## src/rtl/pwm_servo_pkg.sv

```systemverilog
// Constants and FSM state type shared by the servo PWM controller and the decoder,
// so both ends of the link agree on period, base width and step size.
package pwm_servo_pkg;

    typedef enum logic [1:0] {
        ESPERA_SUBIDA = 2'b00,
        MEDE_ALTO     = 2'b01,
        QUANTIZA      = 2'b10,
        PUBLICA       = 2'b11
    } estado_t;

    localparam int CONF_PERIODO = 1000000;
    localparam int LARGURA_MIN  = 35000;
    localparam int PASSO        = 2675;
    localparam int POSICAO_MAX  = 28;

endpackage

```

## src/rtl/decodificador_pwm_servo_sincronizador_borda.sv

```systemverilog
// Two-flop synchronizer for the asynchronous PWM input with rising/falling edge strobes.
module sincronizador_borda (
    input  logic clock,
    input  logic reset,
    input  logic i_assinc,
    output logic o_subida,
    output logic o_descida
);

    logic r_meta;
    logic r_sync;
    logic r_anterior;

    // Chain resets to 1 so a pulse already high when reset is released never looks like a rising edge.
    always_ff @(posedge clock or negedge reset) begin
        if (!reset) begin
            r_meta     <= 1'b1;
            r_sync     <= 1'b1;
            r_anterior <= 1'b1;
        end else begin
            r_meta     <= i_assinc;
            r_sync     <= r_meta;
            r_anterior <= r_sync;
        end
    end

    assign o_subida  = r_sync & ~r_anterior;
    assign o_descida = ~r_sync & r_anterior;

endmodule

```

## src/rtl/decodificador_pwm_servo.sv

```systemverilog
// Servo PWM receiver: measures each pulse's high time and decodes it to a 0..28 position code.
// Optional macro CONFIRMACAO_EN: publish a code only when two consecutive good pulses agree.
module decodificador_pwm_servo
    import pwm_servo_pkg::*;
#(
    parameter int CONF_PERIODO = pwm_servo_pkg::CONF_PERIODO,
    parameter int LARGURA_MIN  = pwm_servo_pkg::LARGURA_MIN,
    parameter int PASSO        = pwm_servo_pkg::PASSO,
    parameter int POSICAO_MAX  = pwm_servo_pkg::POSICAO_MAX,
    parameter int TIMEOUT      = 2 * CONF_PERIODO
) (
    input  logic        clock,
    input  logic        reset,
    input  logic        pwm_in,
    output logic [4:0]  posicao,
    output logic        posicao_valida,
    output logic        erro,
    output logic        sem_sinal,
    output logic [19:0] db_largura,
    output logic [1:0]  db_estado
);

    localparam logic [19:0] LARGURA_SAT    = 20'(LARGURA_MIN + (POSICAO_MAX + 1) * PASSO + 1);
    localparam logic [19:0] LIMITE_INF     = 20'(LARGURA_MIN - PASSO / 2);
    localparam logic [19:0] LIMITE_SUP     = 20'(LARGURA_MIN + POSICAO_MAX * PASSO + PASSO / 2);
    localparam logic [19:0] LIMIAR_INICIAL = 20'(LARGURA_MIN + PASSO / 2);
    localparam logic [19:0] PASSO_L        = 20'(PASSO);
    localparam logic [4:0]  K_MAX          = 5'(POSICAO_MAX);
    localparam logic [20:0] LIMITE_TIMEOUT = 21'(TIMEOUT);

    logic        w_subida;
    logic        w_descida;
    estado_t     r_estado;
    logic [19:0] r_largura;
    logic [19:0] r_db_largura;
    logic [19:0] r_limiar;
    logic [4:0]  r_k;
    logic [4:0]  r_posicao;
    logic        r_checado;
    logic        r_valida;
    logic        r_erro;
    logic [20:0] r_timeout;
    logic        r_sem_sinal;
`ifdef CONFIRMACAO_EN
    logic [4:0]  r_candidato;
    logic        r_candidato_valido;
`endif

    sincronizador_borda u_sincronizador (
        .clock     (clock),
        .reset     (reset),
        .i_assinc  (pwm_in),
        .o_subida  (w_subida),
        .o_descida (w_descida)
    );

    // Loss-of-signal watchdog runs independently of the FSM.
    always_ff @(posedge clock or negedge reset) begin
        if (!reset) begin
            r_timeout   <= '0;
            r_sem_sinal <= 1'b0;
        end else if (w_subida) begin
            r_timeout   <= '0;
            r_sem_sinal <= 1'b0;
        end else begin
            if (r_timeout < LIMITE_TIMEOUT)
                r_timeout <= r_timeout + 21'd1;
            r_sem_sinal <= (r_timeout >= LIMITE_TIMEOUT);
        end
    end

    always_ff @(posedge clock or negedge reset) begin
        if (!reset) begin
            r_estado     <= ESPERA_SUBIDA;
            r_largura    <= '0;
            r_db_largura <= '0;
            r_limiar     <= '0;
            r_k          <= '0;
            r_posicao    <= '0;
            r_checado    <= 1'b0;
            r_valida     <= 1'b0;
            r_erro       <= 1'b0;
`ifdef CONFIRMACAO_EN
            r_candidato        <= '0;
            r_candidato_valido <= 1'b0;
`endif
        end else begin
            r_valida <= 1'b0;
`ifdef CONFIRMACAO_EN
            if (r_sem_sinal)
                r_candidato_valido <= 1'b0;
`endif
            case (r_estado)
                ESPERA_SUBIDA: begin
                    if (w_subida) begin
                        r_largura <= 20'd1;
                        r_estado  <= MEDE_ALTO;
                    end
                end
                MEDE_ALTO: begin
                    if (w_descida) begin
                        r_db_largura <= r_largura;
                        r_checado    <= 1'b0;
                        r_k          <= '0;
                        r_limiar     <= LIMIAR_INICIAL;
                        if (r_largura >= LARGURA_SAT) begin
                            r_erro   <= 1'b1;
`ifdef CONFIRMACAO_EN
                            r_candidato_valido <= 1'b0;
`endif
                            r_estado <= ESPERA_SUBIDA;
                        end else begin
                            r_estado <= QUANTIZA;
                        end
                    end else if (r_largura < LARGURA_SAT) begin
                        r_largura <= r_largura + 20'd1;
                    end
                end
                QUANTIZA: begin
                    // First cycle is the range check; the rest walk thresholds instead of dividing.
                    if (!r_checado) begin
                        if (r_db_largura < LIMITE_INF || r_db_largura > LIMITE_SUP) begin
                            r_erro   <= 1'b1;
`ifdef CONFIRMACAO_EN
                            r_candidato_valido <= 1'b0;
`endif
                            r_estado <= ESPERA_SUBIDA;
                        end else begin
                            r_checado <= 1'b1;
                        end
                    end else if (r_db_largura >= r_limiar && r_k < K_MAX) begin
                        r_k      <= r_k + 5'd1;
                        r_limiar <= r_limiar + PASSO_L;
                    end else begin
                        r_estado <= PUBLICA;
                    end
                end
                PUBLICA: begin
                    r_erro <= 1'b0;
`ifdef CONFIRMACAO_EN
                    if (r_candidato_valido && r_candidato == r_k) begin
                        r_posicao <= r_k;
                        r_valida  <= 1'b1;
                    end
                    r_candidato        <= r_k;
                    r_candidato_valido <= 1'b1;
`else
                    r_posicao <= r_k;
                    r_valida  <= 1'b1;
`endif
                    r_estado <= ESPERA_SUBIDA;
                end
                default: r_estado <= ESPERA_SUBIDA;
            endcase
        end
    end

    assign posicao        = r_posicao;
    assign posicao_valida = r_valida;
    assign erro           = r_erro;
    assign sem_sinal      = r_sem_sinal;
    assign db_largura     = r_db_largura;
    assign db_estado      = r_estado;

endmodule

```

## config.mk

```make
export PLATFORM = sky130hd
export DESIGN_NAME = decodificador_pwm_servo
export DESIGN_NICKNAME = d
export VERILOG_FILES = /design/src/rtl/pwm_servo_pkg.sv /design/src/rtl/decodificador_pwm_servo_sincronizador_borda.sv /design/src/rtl/decodificador_pwm_servo.sv
export SDC_FILE = /design/constraint.sdc
export NUM_CORES = 1
export LEC_CHECK = 0
export ABC_AREA = 1
export BUFFER_PORTS_ARGS = -buffer_cell sky130_fd_sc_hd__buf_2
export CORE_MARGIN = 10
export CORE_UTILIZATION = 25
export CTS_CLUSTER_DIAMETER = 200
export DETAILED_ROUTE_END_ITERATION = 10
export PLACE_DENSITY = 0.47
export REMOVE_ABC_BUFFERS = 1
export SLEW_MARGIN = 10
export SYNTH_ARGS = -nofsm -noshare
export SYNTH_HDL_FRONTEND = slang
export SYNTH_SLANG_ARGS = --single-unit
```

## constraint.sdc

```tcl
create_clock -name clock -period 2.7 [get_ports clock]
set_input_delay 0.54 -clock clock [delete_from_list [all_inputs] [get_ports clock]]
set_output_delay 0.54 -clock clock [all_outputs]
set_load 0.01 [all_outputs]
```

* After elaboration in Yosys (flattened, before gate mapping)
Cells that the tools add are included.
Widths: inputs -> output; s select.
** Storage, ports and cells
- Flip-flop bits (word level) :: 100
- Input port bits :: 3
- Word-level logic and storage cells :: 89
** Operators by class
- Add/subtract/negate cells :: 4
- Magnitude comparators :: 8
- Eq/ne operators :: 14
- Multiplexer cells :: 32
- Bitwise gates (word level) :: 4
- Reductions and logical operators :: 13
** Operator list (count)
- $mux 20 :: 6
- $pmux 20 s2 :: 2
- $mux 21 :: 2
- $add 21x1->21 const B :: 1
- $ge 21x21->1 const B :: 1
- $lt 21x21->1 const B :: 1
- $add 20x1->20 const B :: 1
- $add 20x12->20 const B :: 1
- $ge 20x17->1 const B :: 1
- $ge 20x20->1 :: 1
- $gt 20x17->1 const B :: 1
- $lt 20x16->1 const B :: 1
- $lt 20x17->1 const B :: 1
- $mux 5 :: 3
- $ne 2x2->1 const B :: 7
- $mux 2 :: 6
- $reduce_and 4->1 :: 3
- $pmux 5 s2 :: 1
- $mux 1 :: 9
- $pmux 2 s4 :: 1
- $ne 3x3->1 const B :: 2
- $reduce_bool 2->1 :: 3
- $add 5x1->5 const B :: 1
- $lt 5x5->1 const B :: 1
- other kinds (13) :: 18

* Longest topological paths before layout
Gate-level depths: netlist of the first run.
- Depth after elaboration :: 5
- Mapped depth :: 15
- Gate-level depth less buffers :: 14

* Modules after synthesis
From an unflattened synthesis of the first run, not the netlist that was laid out.
** Second synthesis, totals
- Cells, all modules :: 882
- Area, all modules :: 6311.1 µm²
** Modules (own cells, without submodules)
- decodificador_pwm_servo :: instances 1, cells each 875, area each 6217.2 µm², sequential area each 2427.3 µm²
- sincronizador_borda :: instances 1, cells each 7, area each 93.8 µm², sequential area each 78.8 µm²

* Worst setup path before layout of the first run
Ideal clock, no wire load.
- Kind :: register to register
- Start point :: reg r_limiar[11]
- End point :: reg r_limiar[2]
- Setup time :: 117 ps
- Data arrival time :: 1726 ps
- Path slack :: 858 ps
- Cell stages (with the launch flop) :: 13
- Path through :: dfrtp_1 -> inv_1 -> ha_1 -> nand2_1 -> nor2_2 -> nand2_1 -> nor2_1 -> nand2_1 -> nand4_2 -> nand3_4 -> buf_2 -> nand3_1 -> nand2_1
** On the way
- Cells in the longest elaborated chain, start to end :: 4
** RTL lines
- start: declaration :: line decodificador_pwm_servo.sv:36 : logic [19:0] r_limiar;
- start signal: assignment :: line decodificador_pwm_servo.sv:133 : r_limiar <= r_limiar + PASSO_L;
- $ge 20x20->1 :: line decodificador_pwm_servo.sv:131 : end else if (r_db_largura >= r_limiar && r_k < K_MAX) begin
- $logic_and 1x1->1 :: line decodificador_pwm_servo.sv:131
- $ne 2x2->1 (no source line)
- $reduce_and 4->1 (no source line)
Every way passes these cells.
A chain may end at the register's enable or synchronous reset.

* Worst setup path after layout of the first run
- Start point :: reg r_limiar[11]
- End point :: reg r_limiar[5]
Same word-level chain as after synthesis.

==> results of run 1 <==
[per-stage QoR]
step | power (W) | instance area [um2] | hold WS [ns] | util | worst slack [ns]
final | 0.005006 | 7182 | 0.09425 | 0.2860 | 0.5561
after floorplan | 0.003095 | 6207 | 0.2444 | - | 0.3687
after global routing | 0.005442 | 7182 | 0.1101 | 0.2860 | 0.2578
after global placement | 0.003704 | 6893 | 0.3471 | 0.2745 | 0.5705
after CTS | 0.005094 | 7182 | 0.09118 | 0.2860 | 0.5237
after detailed placement | 0.003721 | 6893 | 0.3509 | 0.2745 | 0.5432
[sequential cells by signal, indices dropped and copies added, names as in the netlist]
| signal | cells |
|---|---|
| r_timeout | 21 |
| r_k | 5 |
| sem_sinal | 1 |
| posicao | 5 |
| db_largura | 20 |
| u_sincronizador.r_sync | 1 |
| r_limiar | 20 |
| u_sincronizador.r_anterior | 1 |
| r_checado | 1 |
| db_estado | 2 |
| r_largura | 20 |
| posicao_valida | 1 |
| erro | 1 |
| u_sincronizador.r_meta | 1 |
[power groups by stage]
stage	Clock (W)	Combinational, W	Sequential [W]
floorplan	0	0.00113	0.00196
global placement	0	0.00169	0.00201
detailed placement	0	0.00171	0.00201
CTS	0.00139	0.00172	0.00199
global route	0.00146	0.00196	0.00203
finish	0.00133	0.00169	0.00199
[synthesized netlist by cell type (4+ instances only)]
library cell               instances  area share
sky130_fd_sc_hd__a31oi_1           5      0.0049
sky130_fd_sc_hd__nor2_1           83       0.049
sky130_fd_sc_hd__ha_1             26       0.051
sky130_fd_sc_hd__xor2_1           22       0.030
sky130_fd_sc_hd__o21ai_2          12       0.017
sky130_fd_sc_hd__o21ai_1          10      0.0079
sky130_fd_sc_hd__clkbuf_1          4      0.0024
sky130_fd_sc_hd__a21oi_1          13       0.010
sky130_fd_sc_hd__nand2_1         243        0.14
sky130_fd_sc_hd__buf_6             6       0.011
sky130_fd_sc_hd__inv_1           102       0.060
sky130_fd_sc_hd__dfrtp_1          97        0.38
sky130_fd_sc_hd__nand3_1          96       0.076
sky130_fd_sc_hd__buf_2            11      0.0087
sky130_fd_sc_hd__nor3_1           19       0.015
sky130_fd_sc_hd__nand3b_1          5      0.0059
sky130_fd_sc_hd__nand4_1          31       0.031
sky130_fd_sc_hd__nand2_2           8      0.0079
sky130_fd_sc_hd__inv_2             6      0.0035
sky130_fd_sc_hd__o21ai_0          35       0.028
[critical path: cells and delay by family, from the launching register on]
family	cells	cell delay [ns]
buffers and inverters	2	0.39
flip-flops	1	0.45
AND/OR/NAND/NOR	9	0.89
adder cells (fa/ha/maj)	1	0.32
[path summary, 6_finish.rpt]
| check | from | to | slack (ns) | cells after the start |
|---|---|---|---|---|
| hold reg to reg | u_sincronizador.r_meta | u_sincronizador.r_sync | 0.36 | 0 |
| hold / removal | reset | db_largura[19] | 0.09 | 1 |
| setup reg to reg | r_limiar[11] | r_limiar[5] | 0.56 | 12 |
| max in group asynchronous | reset | u_sincronizador.r_anterior | 1.92 | 2 |
| setup / recovery | r_limiar[11] | r_limiar[5] | 0.56 | 12 |
| min in group clock | pwm_in | u_sincronizador.r_meta | 0.28 | 1 |
[cells in the final DEF (no fill, tap or decap), drive strengths merged, types with 22 or more instances in the layout]
cell type,synthesis,routed
buf,17,43
dfrtp,97,97
ha,26,26
inv,108,110
nand2,252,252
nand3,99,99
nand4,32,32
nor2,88,88
o21ai,57,57
xor2,22,22
[cell type report]
class	count	share of cell area
Clock inverter	5	0.008362
Inverter	108	0.05645
Clock buffer	10	0.03188
Tap cell	330	0.05749
Timing Repair Buffer	43	0.03763
Sequential cell	100	0.3490
Multi-Input combinational cell	637	0.4592
[kinds of logic after synthesis]
kind of cell,count (synthesis)
AOI/OAI and AO/OA,85
and+or+nand+nor,502
adders and majority gates,26
buffers and inverters,129
DFF,100
xor gates and xnor gates,24
[metal layers]
metal,up-vias,global-route usage
met4,0,0.02699
met5,-,0
met3,11,0.02401
met2,98,0.1805
li1,2877,-
met1,2615,0.1537
==> impl_metrics.tcl, run 1 <==
set metrics [dict create \
    setup-tns-final_ns 0 \
    wl_um 17480 \
    last_weighted_congestion_value_of_the_routability_driven_placer 0.8607 \
    fin_crit_sh 0.7941 \
    vdd.ir_drop.worst_mv 0.3622 \
    first_global_vias 5458 \
    synth_adder_area_share 0.05127 \
    post_synth_mux_area_share 0 \
    layout-area-overhead-vs-synth_pct 13.19 \
    fillerInstances 2769 \
    internal_power_w 0.002990 \
    vias 5601 \
    status "finished, final reports clean" \
    post-cts-setup-buffer-count 0 \
    critical_path.endpoint_type "flip-flop" \
    vias_per_cell 4.543 \
    grt_first_pass_wirelength_um 29300 \
    drt-met1-wl_um 8596 \
    io_pins 33 \
    synth_top_family_by_area "simple AND/OR/NAND/NOR gates" \
    maxCapViolations 0 \
    power_switching_w 0.002016 \
    synth_top_flop_cell "sky130_fd_sc_hd__dfrtp_1" \
    setup_viol 0 \
    cts.path.max_buffers 2 \
    synth_compound_gate_area_share 0.08085 \
    initial_detailed_routing_violation_count 471 \
    grt_max_degree 41 \
    place.detailed.hpwl_um 13050 \
    count_of_yosys_warnings_during_synthesis 0 \
    synth_cells 866 \
    grt_use_total 0.1134 \
    remaining_drc_errors 0 \
    fin_crit_ns 2.144 \
    number_of_flops_mapped_to_enable_cells_by_yosys 0 \
    register_clock_pin_slew_on_the_reported_worst_setup_and_hold_paths_ns 0.08 \
    skew_pair_late_insertion_delay_ns 0.36 \
    worstSetupPathType "reg2reg" \
    place.detailed.instances 1218 \
    synth_xor_xnor_area_share 0.03313 \
    initial_antenna_violation_count 0 \
    synthArstFlopShare 1.000 \
    layout-drive-gt1-share 0.1130 \
    clock_tree_from_tritoncts "done" \
    worst_pin_slew_ns 0.5317 \
    synth_area_um2 6345 \
    multiInputGateArea_um2 3298 \
    power.clock.fraction 0.266 \
    resized_after_cts 0 \
    grt_remaining_overflow 0 \
    layout.nets 928 \
    hold_viol_final 0 \
    crit_path_top_delay_cell "sky130_fd_sc_hd__dfrtp_1" \
    cts.sink_count 100 \
    final-max-slew-violation-count 0 \
    crit_chain "inv_1 > ha_1 > nand2_1 > nor2_2 > nand2_1 > nor2_1 > nand2_1 > nand4_2 > nand3_4 > buf_4 > nand3_1 > nand2_1" \
    path_common_cell "sky130_fd_sc_hd__nand2_1" \
    length_of_the_first_detailed_routing_pass_in_iterations 5 \
    timing.hold.worst.class "in2async" \
    power.sequential.fraction 0.397 \
    coreArea_um2 25110 \
    routedWlPerCell_um 14.18 \
    critical_path_arrival_ns 2.40 \
    ys_types 41 \
    p_sw_frac 0.4027 \
    synth-seq-cells 100 \
    cts_inserted_buffers 9 \
    power.density_cell_area_nw_per_um2 697.1 \
    die_h_um 179.3 \
    power.leakage_nw 3.410 \
    htreeDepth 3 \
    fmaxAchievable_mhz 466.4 \
    power.share.combinational 0.337 \
    port-buffer-count 32 \
    placementRows 58 \
    die-width_um 179.3 \
    postSynthAreaPerCell_um2 7.327 \
    synth-simple-area-share 0.3542 \
    regArea_um2 2506 \
    drt.antenna.violating_nets 0 \
    postCtsHoldBufs 0 \
    clockRootBuffer "sky130_fd_sc_hd__clkbuf_16" \
    routed-wl-met2_um 7855 \
    final.setup_skew_ns 0.01034 \
    topRoutingLayerUsed "met4" \
    startpoint_type "flip-flop" \
    cpPeakStageDelay_ns 0.45 \
    met3WireLength_um 863 \
    instances_no_fill 1233 \
    die_area_um2 32150 \
    worstPathRequired_ns 2.95 \
    synth_sequential_area_ratio 0.3950 \
    antenna-diode-count 0 \
    slew_headroom 0.6428 \
    initial_utilization 0.2527 \
    grt_setup_unrepaired "no" \
    worstPathMaxFanout 20 \
]
Note: power is estimated with default switching activity, not from simulation.
==> run 2: changes to the inputs <==
- clock period: 2.7 -> 2.22 ns (I/O delays scaled with it)
==> run 2 against run 1 <==
  * Combinational power increased by 28%
  * Via count increased by 2.1%
  * Highest routed layer unchanged
  * Critical path depth unchanged
  * Largest power group unchanged
  * Core utilization increased by 0.79 points
  * Hold slack got worse by 0.026 ns
  * Register-to-register slack got worse by 0.37 ns
  * Maximum frequency increased by 5.2%
  * Non-clock buffer count increased by 24
  * Global-route usage increased by 0.24 points
  * Wire length increased by 3.9%
  * Clock power increased by 23%
==> impl_metrics.tcl, run 2 (same netlist as run 1, synthesis figures left out) <==
set metrics [dict create \
    cts.path.max_buffers 2 \
    critical_path_arrival_ns 2.28 \
    power.clock.fraction 0.265 \
    p_sw_frac 0.3974 \
    fin_crit_sh 0.9183 \
    fin_crit_ns 2.039 \
    initial_utilization 0.2527 \
    vias_per_cell 4.551 \
    setup_viol 0 \
    slew_headroom 0.6278 \
    length_of_the_first_detailed_routing_pass_in_iterations 8 \
    largest_register_ff_count 21 \
    drt.antenna.violating_nets 0 \
    clockRootBuffer "sky130_fd_sc_hd__clkbuf_16" \
    worst_hold_slack_ns 0.06829 \
    grt_remaining_overflow 0 \
    routedWlPerCell_um 14.45 \
    r2r_cells 12 \
    initial_antenna_violation_count 0 \
    status "finished, final reports clean" \
    placedInstanceArea_um2 7038 \
    instances_no_fill 1257 \
    grt_first_pass_wirelength_um 29840 \
    max_flop_register "r_timeout" \
    initial_detailed_routing_violation_count 389 \
    clock_tree_from_tritoncts "done" \
    htreeDepth 3 \
    regArea_um2 2507 \
    placementRows 58 \
    fin_total_pwr_w 0.006189 \
    hold_viol_final 0 \
    multiInputGateArea_um2 3307 \
    maxCapViolations 0 \
    wl_um 18170 \
    timing.hold.worst.class "in2async" \
    final.setup_skew_ns 0.008869 \
    die-width_um 179.3 \
    worstReg2RegStart "r_limiar[9]" \
    place.detailed.hpwl_um 13740 \
    startpoint_type "flip-flop" \
    fmaxAchievable_mhz 490.5 \
    cts.sink_count 100 \
    die_h_um 179.3 \
    port-buffer-count 32 \
    grt_use_total 0.1158 \
    remaining_drc_errors 0 \
    layout-area-overhead-vs-synth_pct 16.31 \
    register_clock_pin_slew_on_the_reported_worst_setup_and_hold_paths_ns 0.07 \
    postLayoutSetupSlackWorst_ns 0.1814 \
    worst_pin_slew_ns 0.5583 \
    final-max-slew-violation-count 0 \
    place.detailed.instances 1239 \
    power.density_cell_area_nw_per_um2 838.7 \
    layout_commonest_cell "sky130_fd_sc_hd__nand2_1" \
    power.leakage_nw 3.545 \
    worstSetupPathType "reg2reg" \
    layout.cell_area.non_filler_um2 7380 \
    internal_power_w 0.003730 \
    power.share.combinational 0.350 \
    r2r_end "r_k[0]" \
    worstPathMaxFanout 27 \
    first_global_vias 5550 \
    skew_pair_late_insertion_delay_ns 0.35 \
    worstPathRequired_ns 2.46 \
    vdd.ir_drop.worst_mv 0.3256 \
    vias 5721 \
    power.sequential.fraction 0.385 \
    dp_worst_setup_slack_ns 0.1410 \
    coreArea_um2 25110 \
    fillerInstances 2782 \
    layout-drive-gt1-share 0.1370 \
    last_weighted_congestion_value_of_the_routability_driven_placer 0.8406 \
    die_area_um2 32150 \
    critical_path.endpoint_type "flip-flop" \
    reg2reg_setup_slack_ns 0.18 \
    cts_inserted_buffers 9 \
    power_switching_w 0.002459 \
    grt_max_degree 41 \
    antenna-diode-count 0 \
    postCtsHoldBufs 0 \
    final_cell_mix "sky130_fd_sc_hd__nand2_1 (242), sky130_fd_sc_hd__inv_1 (102), sky130_fd_sc_hd__nand3_1 (96), sky130_fd_sc_hd__dfrtp_1 (96), sky130_fd_sc_hd__nor2_1 (83)" \
    io_pins 33 \
    layout.nets 952 \
]
==> run 2: how the worst max path moves through the flow <==
stage | start | to | slack [ns] | cells after the start
floorplan | db_estado[0] | r_limiar[13] | -0.11 | 6
global placement | r_limiar[15] | r_limiar[18] | 0.17 | 12
detailed placement | r_limiar[15] | r_limiar[5] | 0.14 | 12
CTS | r_limiar[15] | r_k[0] | 0.14 | 12
global route | r_limiar[14] | r_limiar[10] | -0.01 | 12
finish | r_limiar[9] | r_k[0] | 0.18 | 12
==> run 2: power groups by stage <==
stage                     Clock, W  Combinational [W]  Sequential [W]
after detailed placement         0            0.00218         0.00241
after global routing       0.00178            0.00248         0.00242
after global placement           0            0.00217         0.00241
after floorplan                  0            0.00138         0.00238
after CTS                  0.00170            0.00219         0.00238
final                      0.00164            0.00217         0.00238
==> run 2: routing by layer <==
metal | vias up | wire length [um] | track usage
met5 | - | 0 | 0
met4 | 0 | 230 | 0.02699
met3 | 14 | 897 | 0.02211
met2 | 135 | 8069 | 0.1816
met1 | 2651 | 8970 | 0.1609
li1 | 2921 | - | -
==> run 2: critical path, stage by stage, from the launching register on <==
cell and delay (ns):
sky130_fd_sc_hd__dfrtp_1 0.42, sky130_fd_sc_hd__inv_1 0.15, sky130_fd_sc_hd__ha_1 0.32, sky130_fd_sc_hd__nand2_1 0.06, sky130_fd_sc_hd__nor2_2 0.12, sky130_fd_sc_hd__nand2_1 0.07
sky130_fd_sc_hd__nor2_1 0.13, sky130_fd_sc_hd__nand2_1 0.07, sky130_fd_sc_hd__nand4_2 0.12, sky130_fd_sc_hd__nand3_4 0.11, sky130_fd_sc_hd__buf_8 0.20, sky130_fd_sc_hd__nand3_1 0.08
sky130_fd_sc_hd__nand2_1 0.06
==> run 2: cell type report <==
type | instances | share of cell area
Clock buffer | 11 | 0.03289
Clock inverter | 4 | 0.007969
Inverter | 108 | 0.05493
Multi-Input combinational cell | 637 | 0.4481
Sequential cell | 100 | 0.3398
Tap cell | 330 | 0.05595
Timing Repair Buffer | 67 | 0.06036
==> run 2: timing repair <==
item / in CTS / in global routing
resized for setup: 0 / 4
setup endpoints to repair: 0 / 27
setup buffers: 0 / 3
==> run 2: stage by stage <==
stage	TNS (ns)	utilization
3_5_place_dp	0	0.2803
6_report	0	0.2939
5_1_grt	-0.02206	0.2939
3_3_place_gp	0	0.2803
2_1_floorplan	-2.738	-
4_1_cts	0	0.2923
==> run 3: changes to the inputs <==
- ABC_AREA: 1 -> unset
- PLACE_DENSITY: 0.47 -> 0.48
==> run 3 against run 2 <==
  * The run now ends with negative setup slack left
  * Sequential share of layout area up 1.6 points
  * Final area shrank 4.5%
  * Die area fell by 13%
  * Final cell count down 23%
  * Largest cell class unchanged
  * Wire length shrank 16%
  * Clock skew up 0.0044 ns
  * Sequential power decreased by 15%
  * Critical endpoint is now r_limiar[16]
  * Largest power group unchanged
  * Clock power up 7%
==> impl_metrics.tcl, run 3 <==
set metrics [dict create \
    status "finished with violations" \
    violations "negative setup slack" \
    die_h_um 167.4 \
    count_of_yosys_warnings_during_synthesis 0 \
    ys_types 60 \
    register_clock_pin_slew_on_the_reported_worst_setup_and_hold_paths_ns 0.07 \
    cts.path.max_buffers 2 \
    synth_area_leader_cell "sky130_fd_sc_hd__dfrtp_1" \
    r2r_end "r_limiar[16]" \
    grt_max_degree 42 \
    final-max-slew-violation-count 0 \
    synth-seq-cells 100 \
    dp_worst_setup_slack_ns -0.2752 \
    layout_commonest_cell "sky130_fd_sc_hd__dfrtp_1" \
    layout-drive-gt1-share 0.2496 \
    port-buffer-count 32 \
    cpPeakStageDelay_ns 0.46 \
    io_pins 33 \
    synth_top_flop_cell "sky130_fd_sc_hd__dfrtp_1" \
    critical_path.endpoint_type "flip-flop" \
    drt.antenna.violating_nets 0 \
    hold_viol_final 0 \
    placedInstanceArea_um2 6419 \
    max_flop_register "r_timeout" \
    worstPathRequired_ns 2.50 \
    fin_crit_sh 1.088 \
    synthArstFlopShare 1.000 \
    worst_pin_slew_ns 0.4734 \
    setup_viol 25 \
    die_area_um2 28020 \
    postCtsHoldBufs 0 \
    fin_total_pwr_w 0.004532 \
    place.detailed.instances 949 \
    worstSetupPathType "reg2reg" \
    htreeDepth 3 \
    wl_um 15310 \
    power.density_cell_area_nw_per_um2 642.9 \
    synth.cells.most_frequent "sky130_fd_sc_hd__dfrtp_1 (97), sky130_fd_sc_hd__nand2_1 (97), sky130_fd_sc_hd__nor2_1 (38)" \
    number_of_flops_mapped_to_enable_cells_by_yosys 0 \
    instances_no_fill 972 \
    coreArea_um2 21220 \
    globalRoute.busiestLayer "met2" \
    crit_chain "ha_1 > nand4_4 > a211o_1 > nor4b_4 > buf_4 > o31ai_4 > buf_6 > or4_1 > a21oi_1" \
    postLayoutSetupSlackWorst_ns -0.1963 \
    crit_path_top_delay_cell "sky130_fd_sc_hd__or4_1" \
    final_cell_mix "sky130_fd_sc_hd__dfrtp_1 (97), sky130_fd_sc_hd__nand2_1 (96), sky130_fd_sc_hd__buf_4 (75)" \
    timing.hold.worst.class "in2async" \
    clock_tree_from_tritoncts "done" \
    setup-tns-final_ns -2.960 \
    synth_xor_xnor_area_share 0.03710 \
    critical_path_arrival_ns 2.70 \
    synth_sequential_area_ratio 0.4615 \
    placementRows 53 \
    synth_top_family_by_area "simple AND/OR/NAND/NOR gates" \
    grt_first_pass_wirelength_um 25300 \
    die-width_um 167.4 \
    worst_setup_path_endpoint "r_limiar[16]" \
    vdd.ir_drop.worst_mv 0.3582 \
    startpoint_type "flip-flop" \
    synth_adder_area_share 0.05991 \
    vias_per_cell 4.831 \
    worstReg2RegStart "db_largura[10]" \
    worstSetupStartpoint "db_largura[10]" \
    initial_utilization 0.2559 \
    clockRootBuffer "sky130_fd_sc_hd__clkbuf_16" \
    fillerInstances 2206 \
    vias 4696 \
    initial_detailed_routing_violation_count 312 \
    cts.sink_count 100 \
    synth_compound_gate_area_share 0.1613 \
    first_global_vias 4818 \
    grt_remaining_overflow 0 \
    largest_register_ff_count 21 \
    reg2reg_setup_slack_ns -0.20 \
    cts_inserted_buffers 9 \
    postSynthAreaPerCell_um2 9.235 \
    last_weighted_congestion_value_of_the_routability_driven_placer 0.8422 \
    place.detailed.hpwl_um 11010 \
    length_of_the_first_detailed_routing_pass_in_iterations 4 \
    initial_antenna_violation_count 0 \
    worstPathMaxFanout 3 \
    antenna-diode-count 0 \
    maxCapViolations 0 \
    layout.cell_area.non_filler_um2 7049 \
    skew_pair_late_insertion_delay_ns 0.35 \
    global_route.usage.met1 0.1340 \
    grt_setup_unrepaired "yes" \
    power.leakage_nw 3.276 \
    final.setup_skew_ns 0.01325 \
    slew_headroom 0.6815 \
    synth-simple-area-share 0.2226 \
    layout-area-overhead-vs-synth_pct 29.82 \
    synth_cells 588 \
    r2r_cells 9 \
    grt_use_total 0.1088 \
    layout.nets 722 \
    post_synth_main_area_contributors "sky130_fd_sc_hd__dfrtp_1 (45%), sky130_fd_sc_hd__nand2_1 (6.7%), sky130_fd_sc_hd__ha_1 (6.0%)" \
    met2_usage 0.1861 \
    post_synth_mux_area_share 0.01912 \
    globalRouteMet3Util 0.02317 \
    synth_area_um2 5430 \
    remaining_drc_errors 0 \
    fin_crit_ns 2.416 \
    routedWlPerCell_um 15.75 \
    synth_top_area_share 0.4470 \
    fmaxAchievable_mhz 413.9 \
]
[run 3: cell count changes after synthesis, moves of 14 or more]
cell                      before  now
sky130_fd_sc_hd__nand2_1     243   97
sky130_fd_sc_hd__inv_1       102   35
sky130_fd_sc_hd__nand3_1      96   22
sky130_fd_sc_hd__nand4_1      31   11
sky130_fd_sc_hd__a21oi_1      13   27
sky130_fd_sc_hd__nor2_1       83   38
[run 3: per-stage QoR]
stage | hold WS [ns] | util
2_1_floorplan | 0.1484 | -
3_3_place_gp | 0.3479 | 0.3025
3_5_place_dp | 0.3479 | 0.3025
4_1_cts | 0.04621 | 0.3281
5_1_grt | 0.06235 | 0.3322
6_report | 0.03660 | 0.3322
[run 3: logic make-up after synthesis]
group                    after synthesis
flip-flops                           100
AO/OA/AOI/OAI                        131
multiplexers                          10
XOR/XNOR                              23
AND/OR/NAND/NOR                      244
buffers and inverters                 54
adder cells (fa/ha/maj)               26
[run 3: repair_timing]
item / 4_1_cts / 5_1_grt
resized for setup: 27 / 16
endpoints found under the setup margin: 27 / 30
pin swaps: 12 / 10
setup buffers: 8 / 1
[run 3: critical path: cells and delay by family (launching register included)]
family	cells	cell delay (ns)
adders and majority gates	1	0.34
AOI/OAI and AO/OA	3	0.48
and+or+nand+nor	3	0.82
buffers and inverters	2	0.31
DFF	1	0.40
[run 3: where the power goes]
group / switching (W) / leakage (nW) / internal [W]
combinational: 0.000452 / 1.80 / 0.000301
clock: 0.000724 / 0.160 / 0.00102
sequential: 0.000108 / 1.32 / 0.00193
total: 0.00128 / 3.28 / 0.00325
[run 3: how the worst min path moves through the flow]
stage	depth (start not counted)	end	slack (ns)
floorplan	0	db_estado[0]	0.15
global placement	0	u_sincronizador.r_sync	0.35
detailed placement	0	u_sincronizador.r_sync	0.35
CTS	1	posicao[1]	0.05
global route	1	posicao[4]	0.06
finish	1	posicao[2]	0.04
[run 3: cell type report]
class | instances | area (um2) | area share
multi-input cells | 434 | 2945 | 0.4178
flip-flops and latches | 100 | 2506 | 0.3555
repair buffers | 112 | 794.5 | 0.1127
well taps | 275 | 344.1 | 0.04881
clock buffers | 10 | 239.0 | 0.03390
inverters | 36 | 135.1 | 0.01917
clock inverters | 5 | 85.08 | 0.01207
[run 3: layer usage]
layer  up-vias  wire length [um]
met5         -                 0
met2        67              7641
met4         0                97
li1       2315                 -
met1      2307              7040
met3         7               528
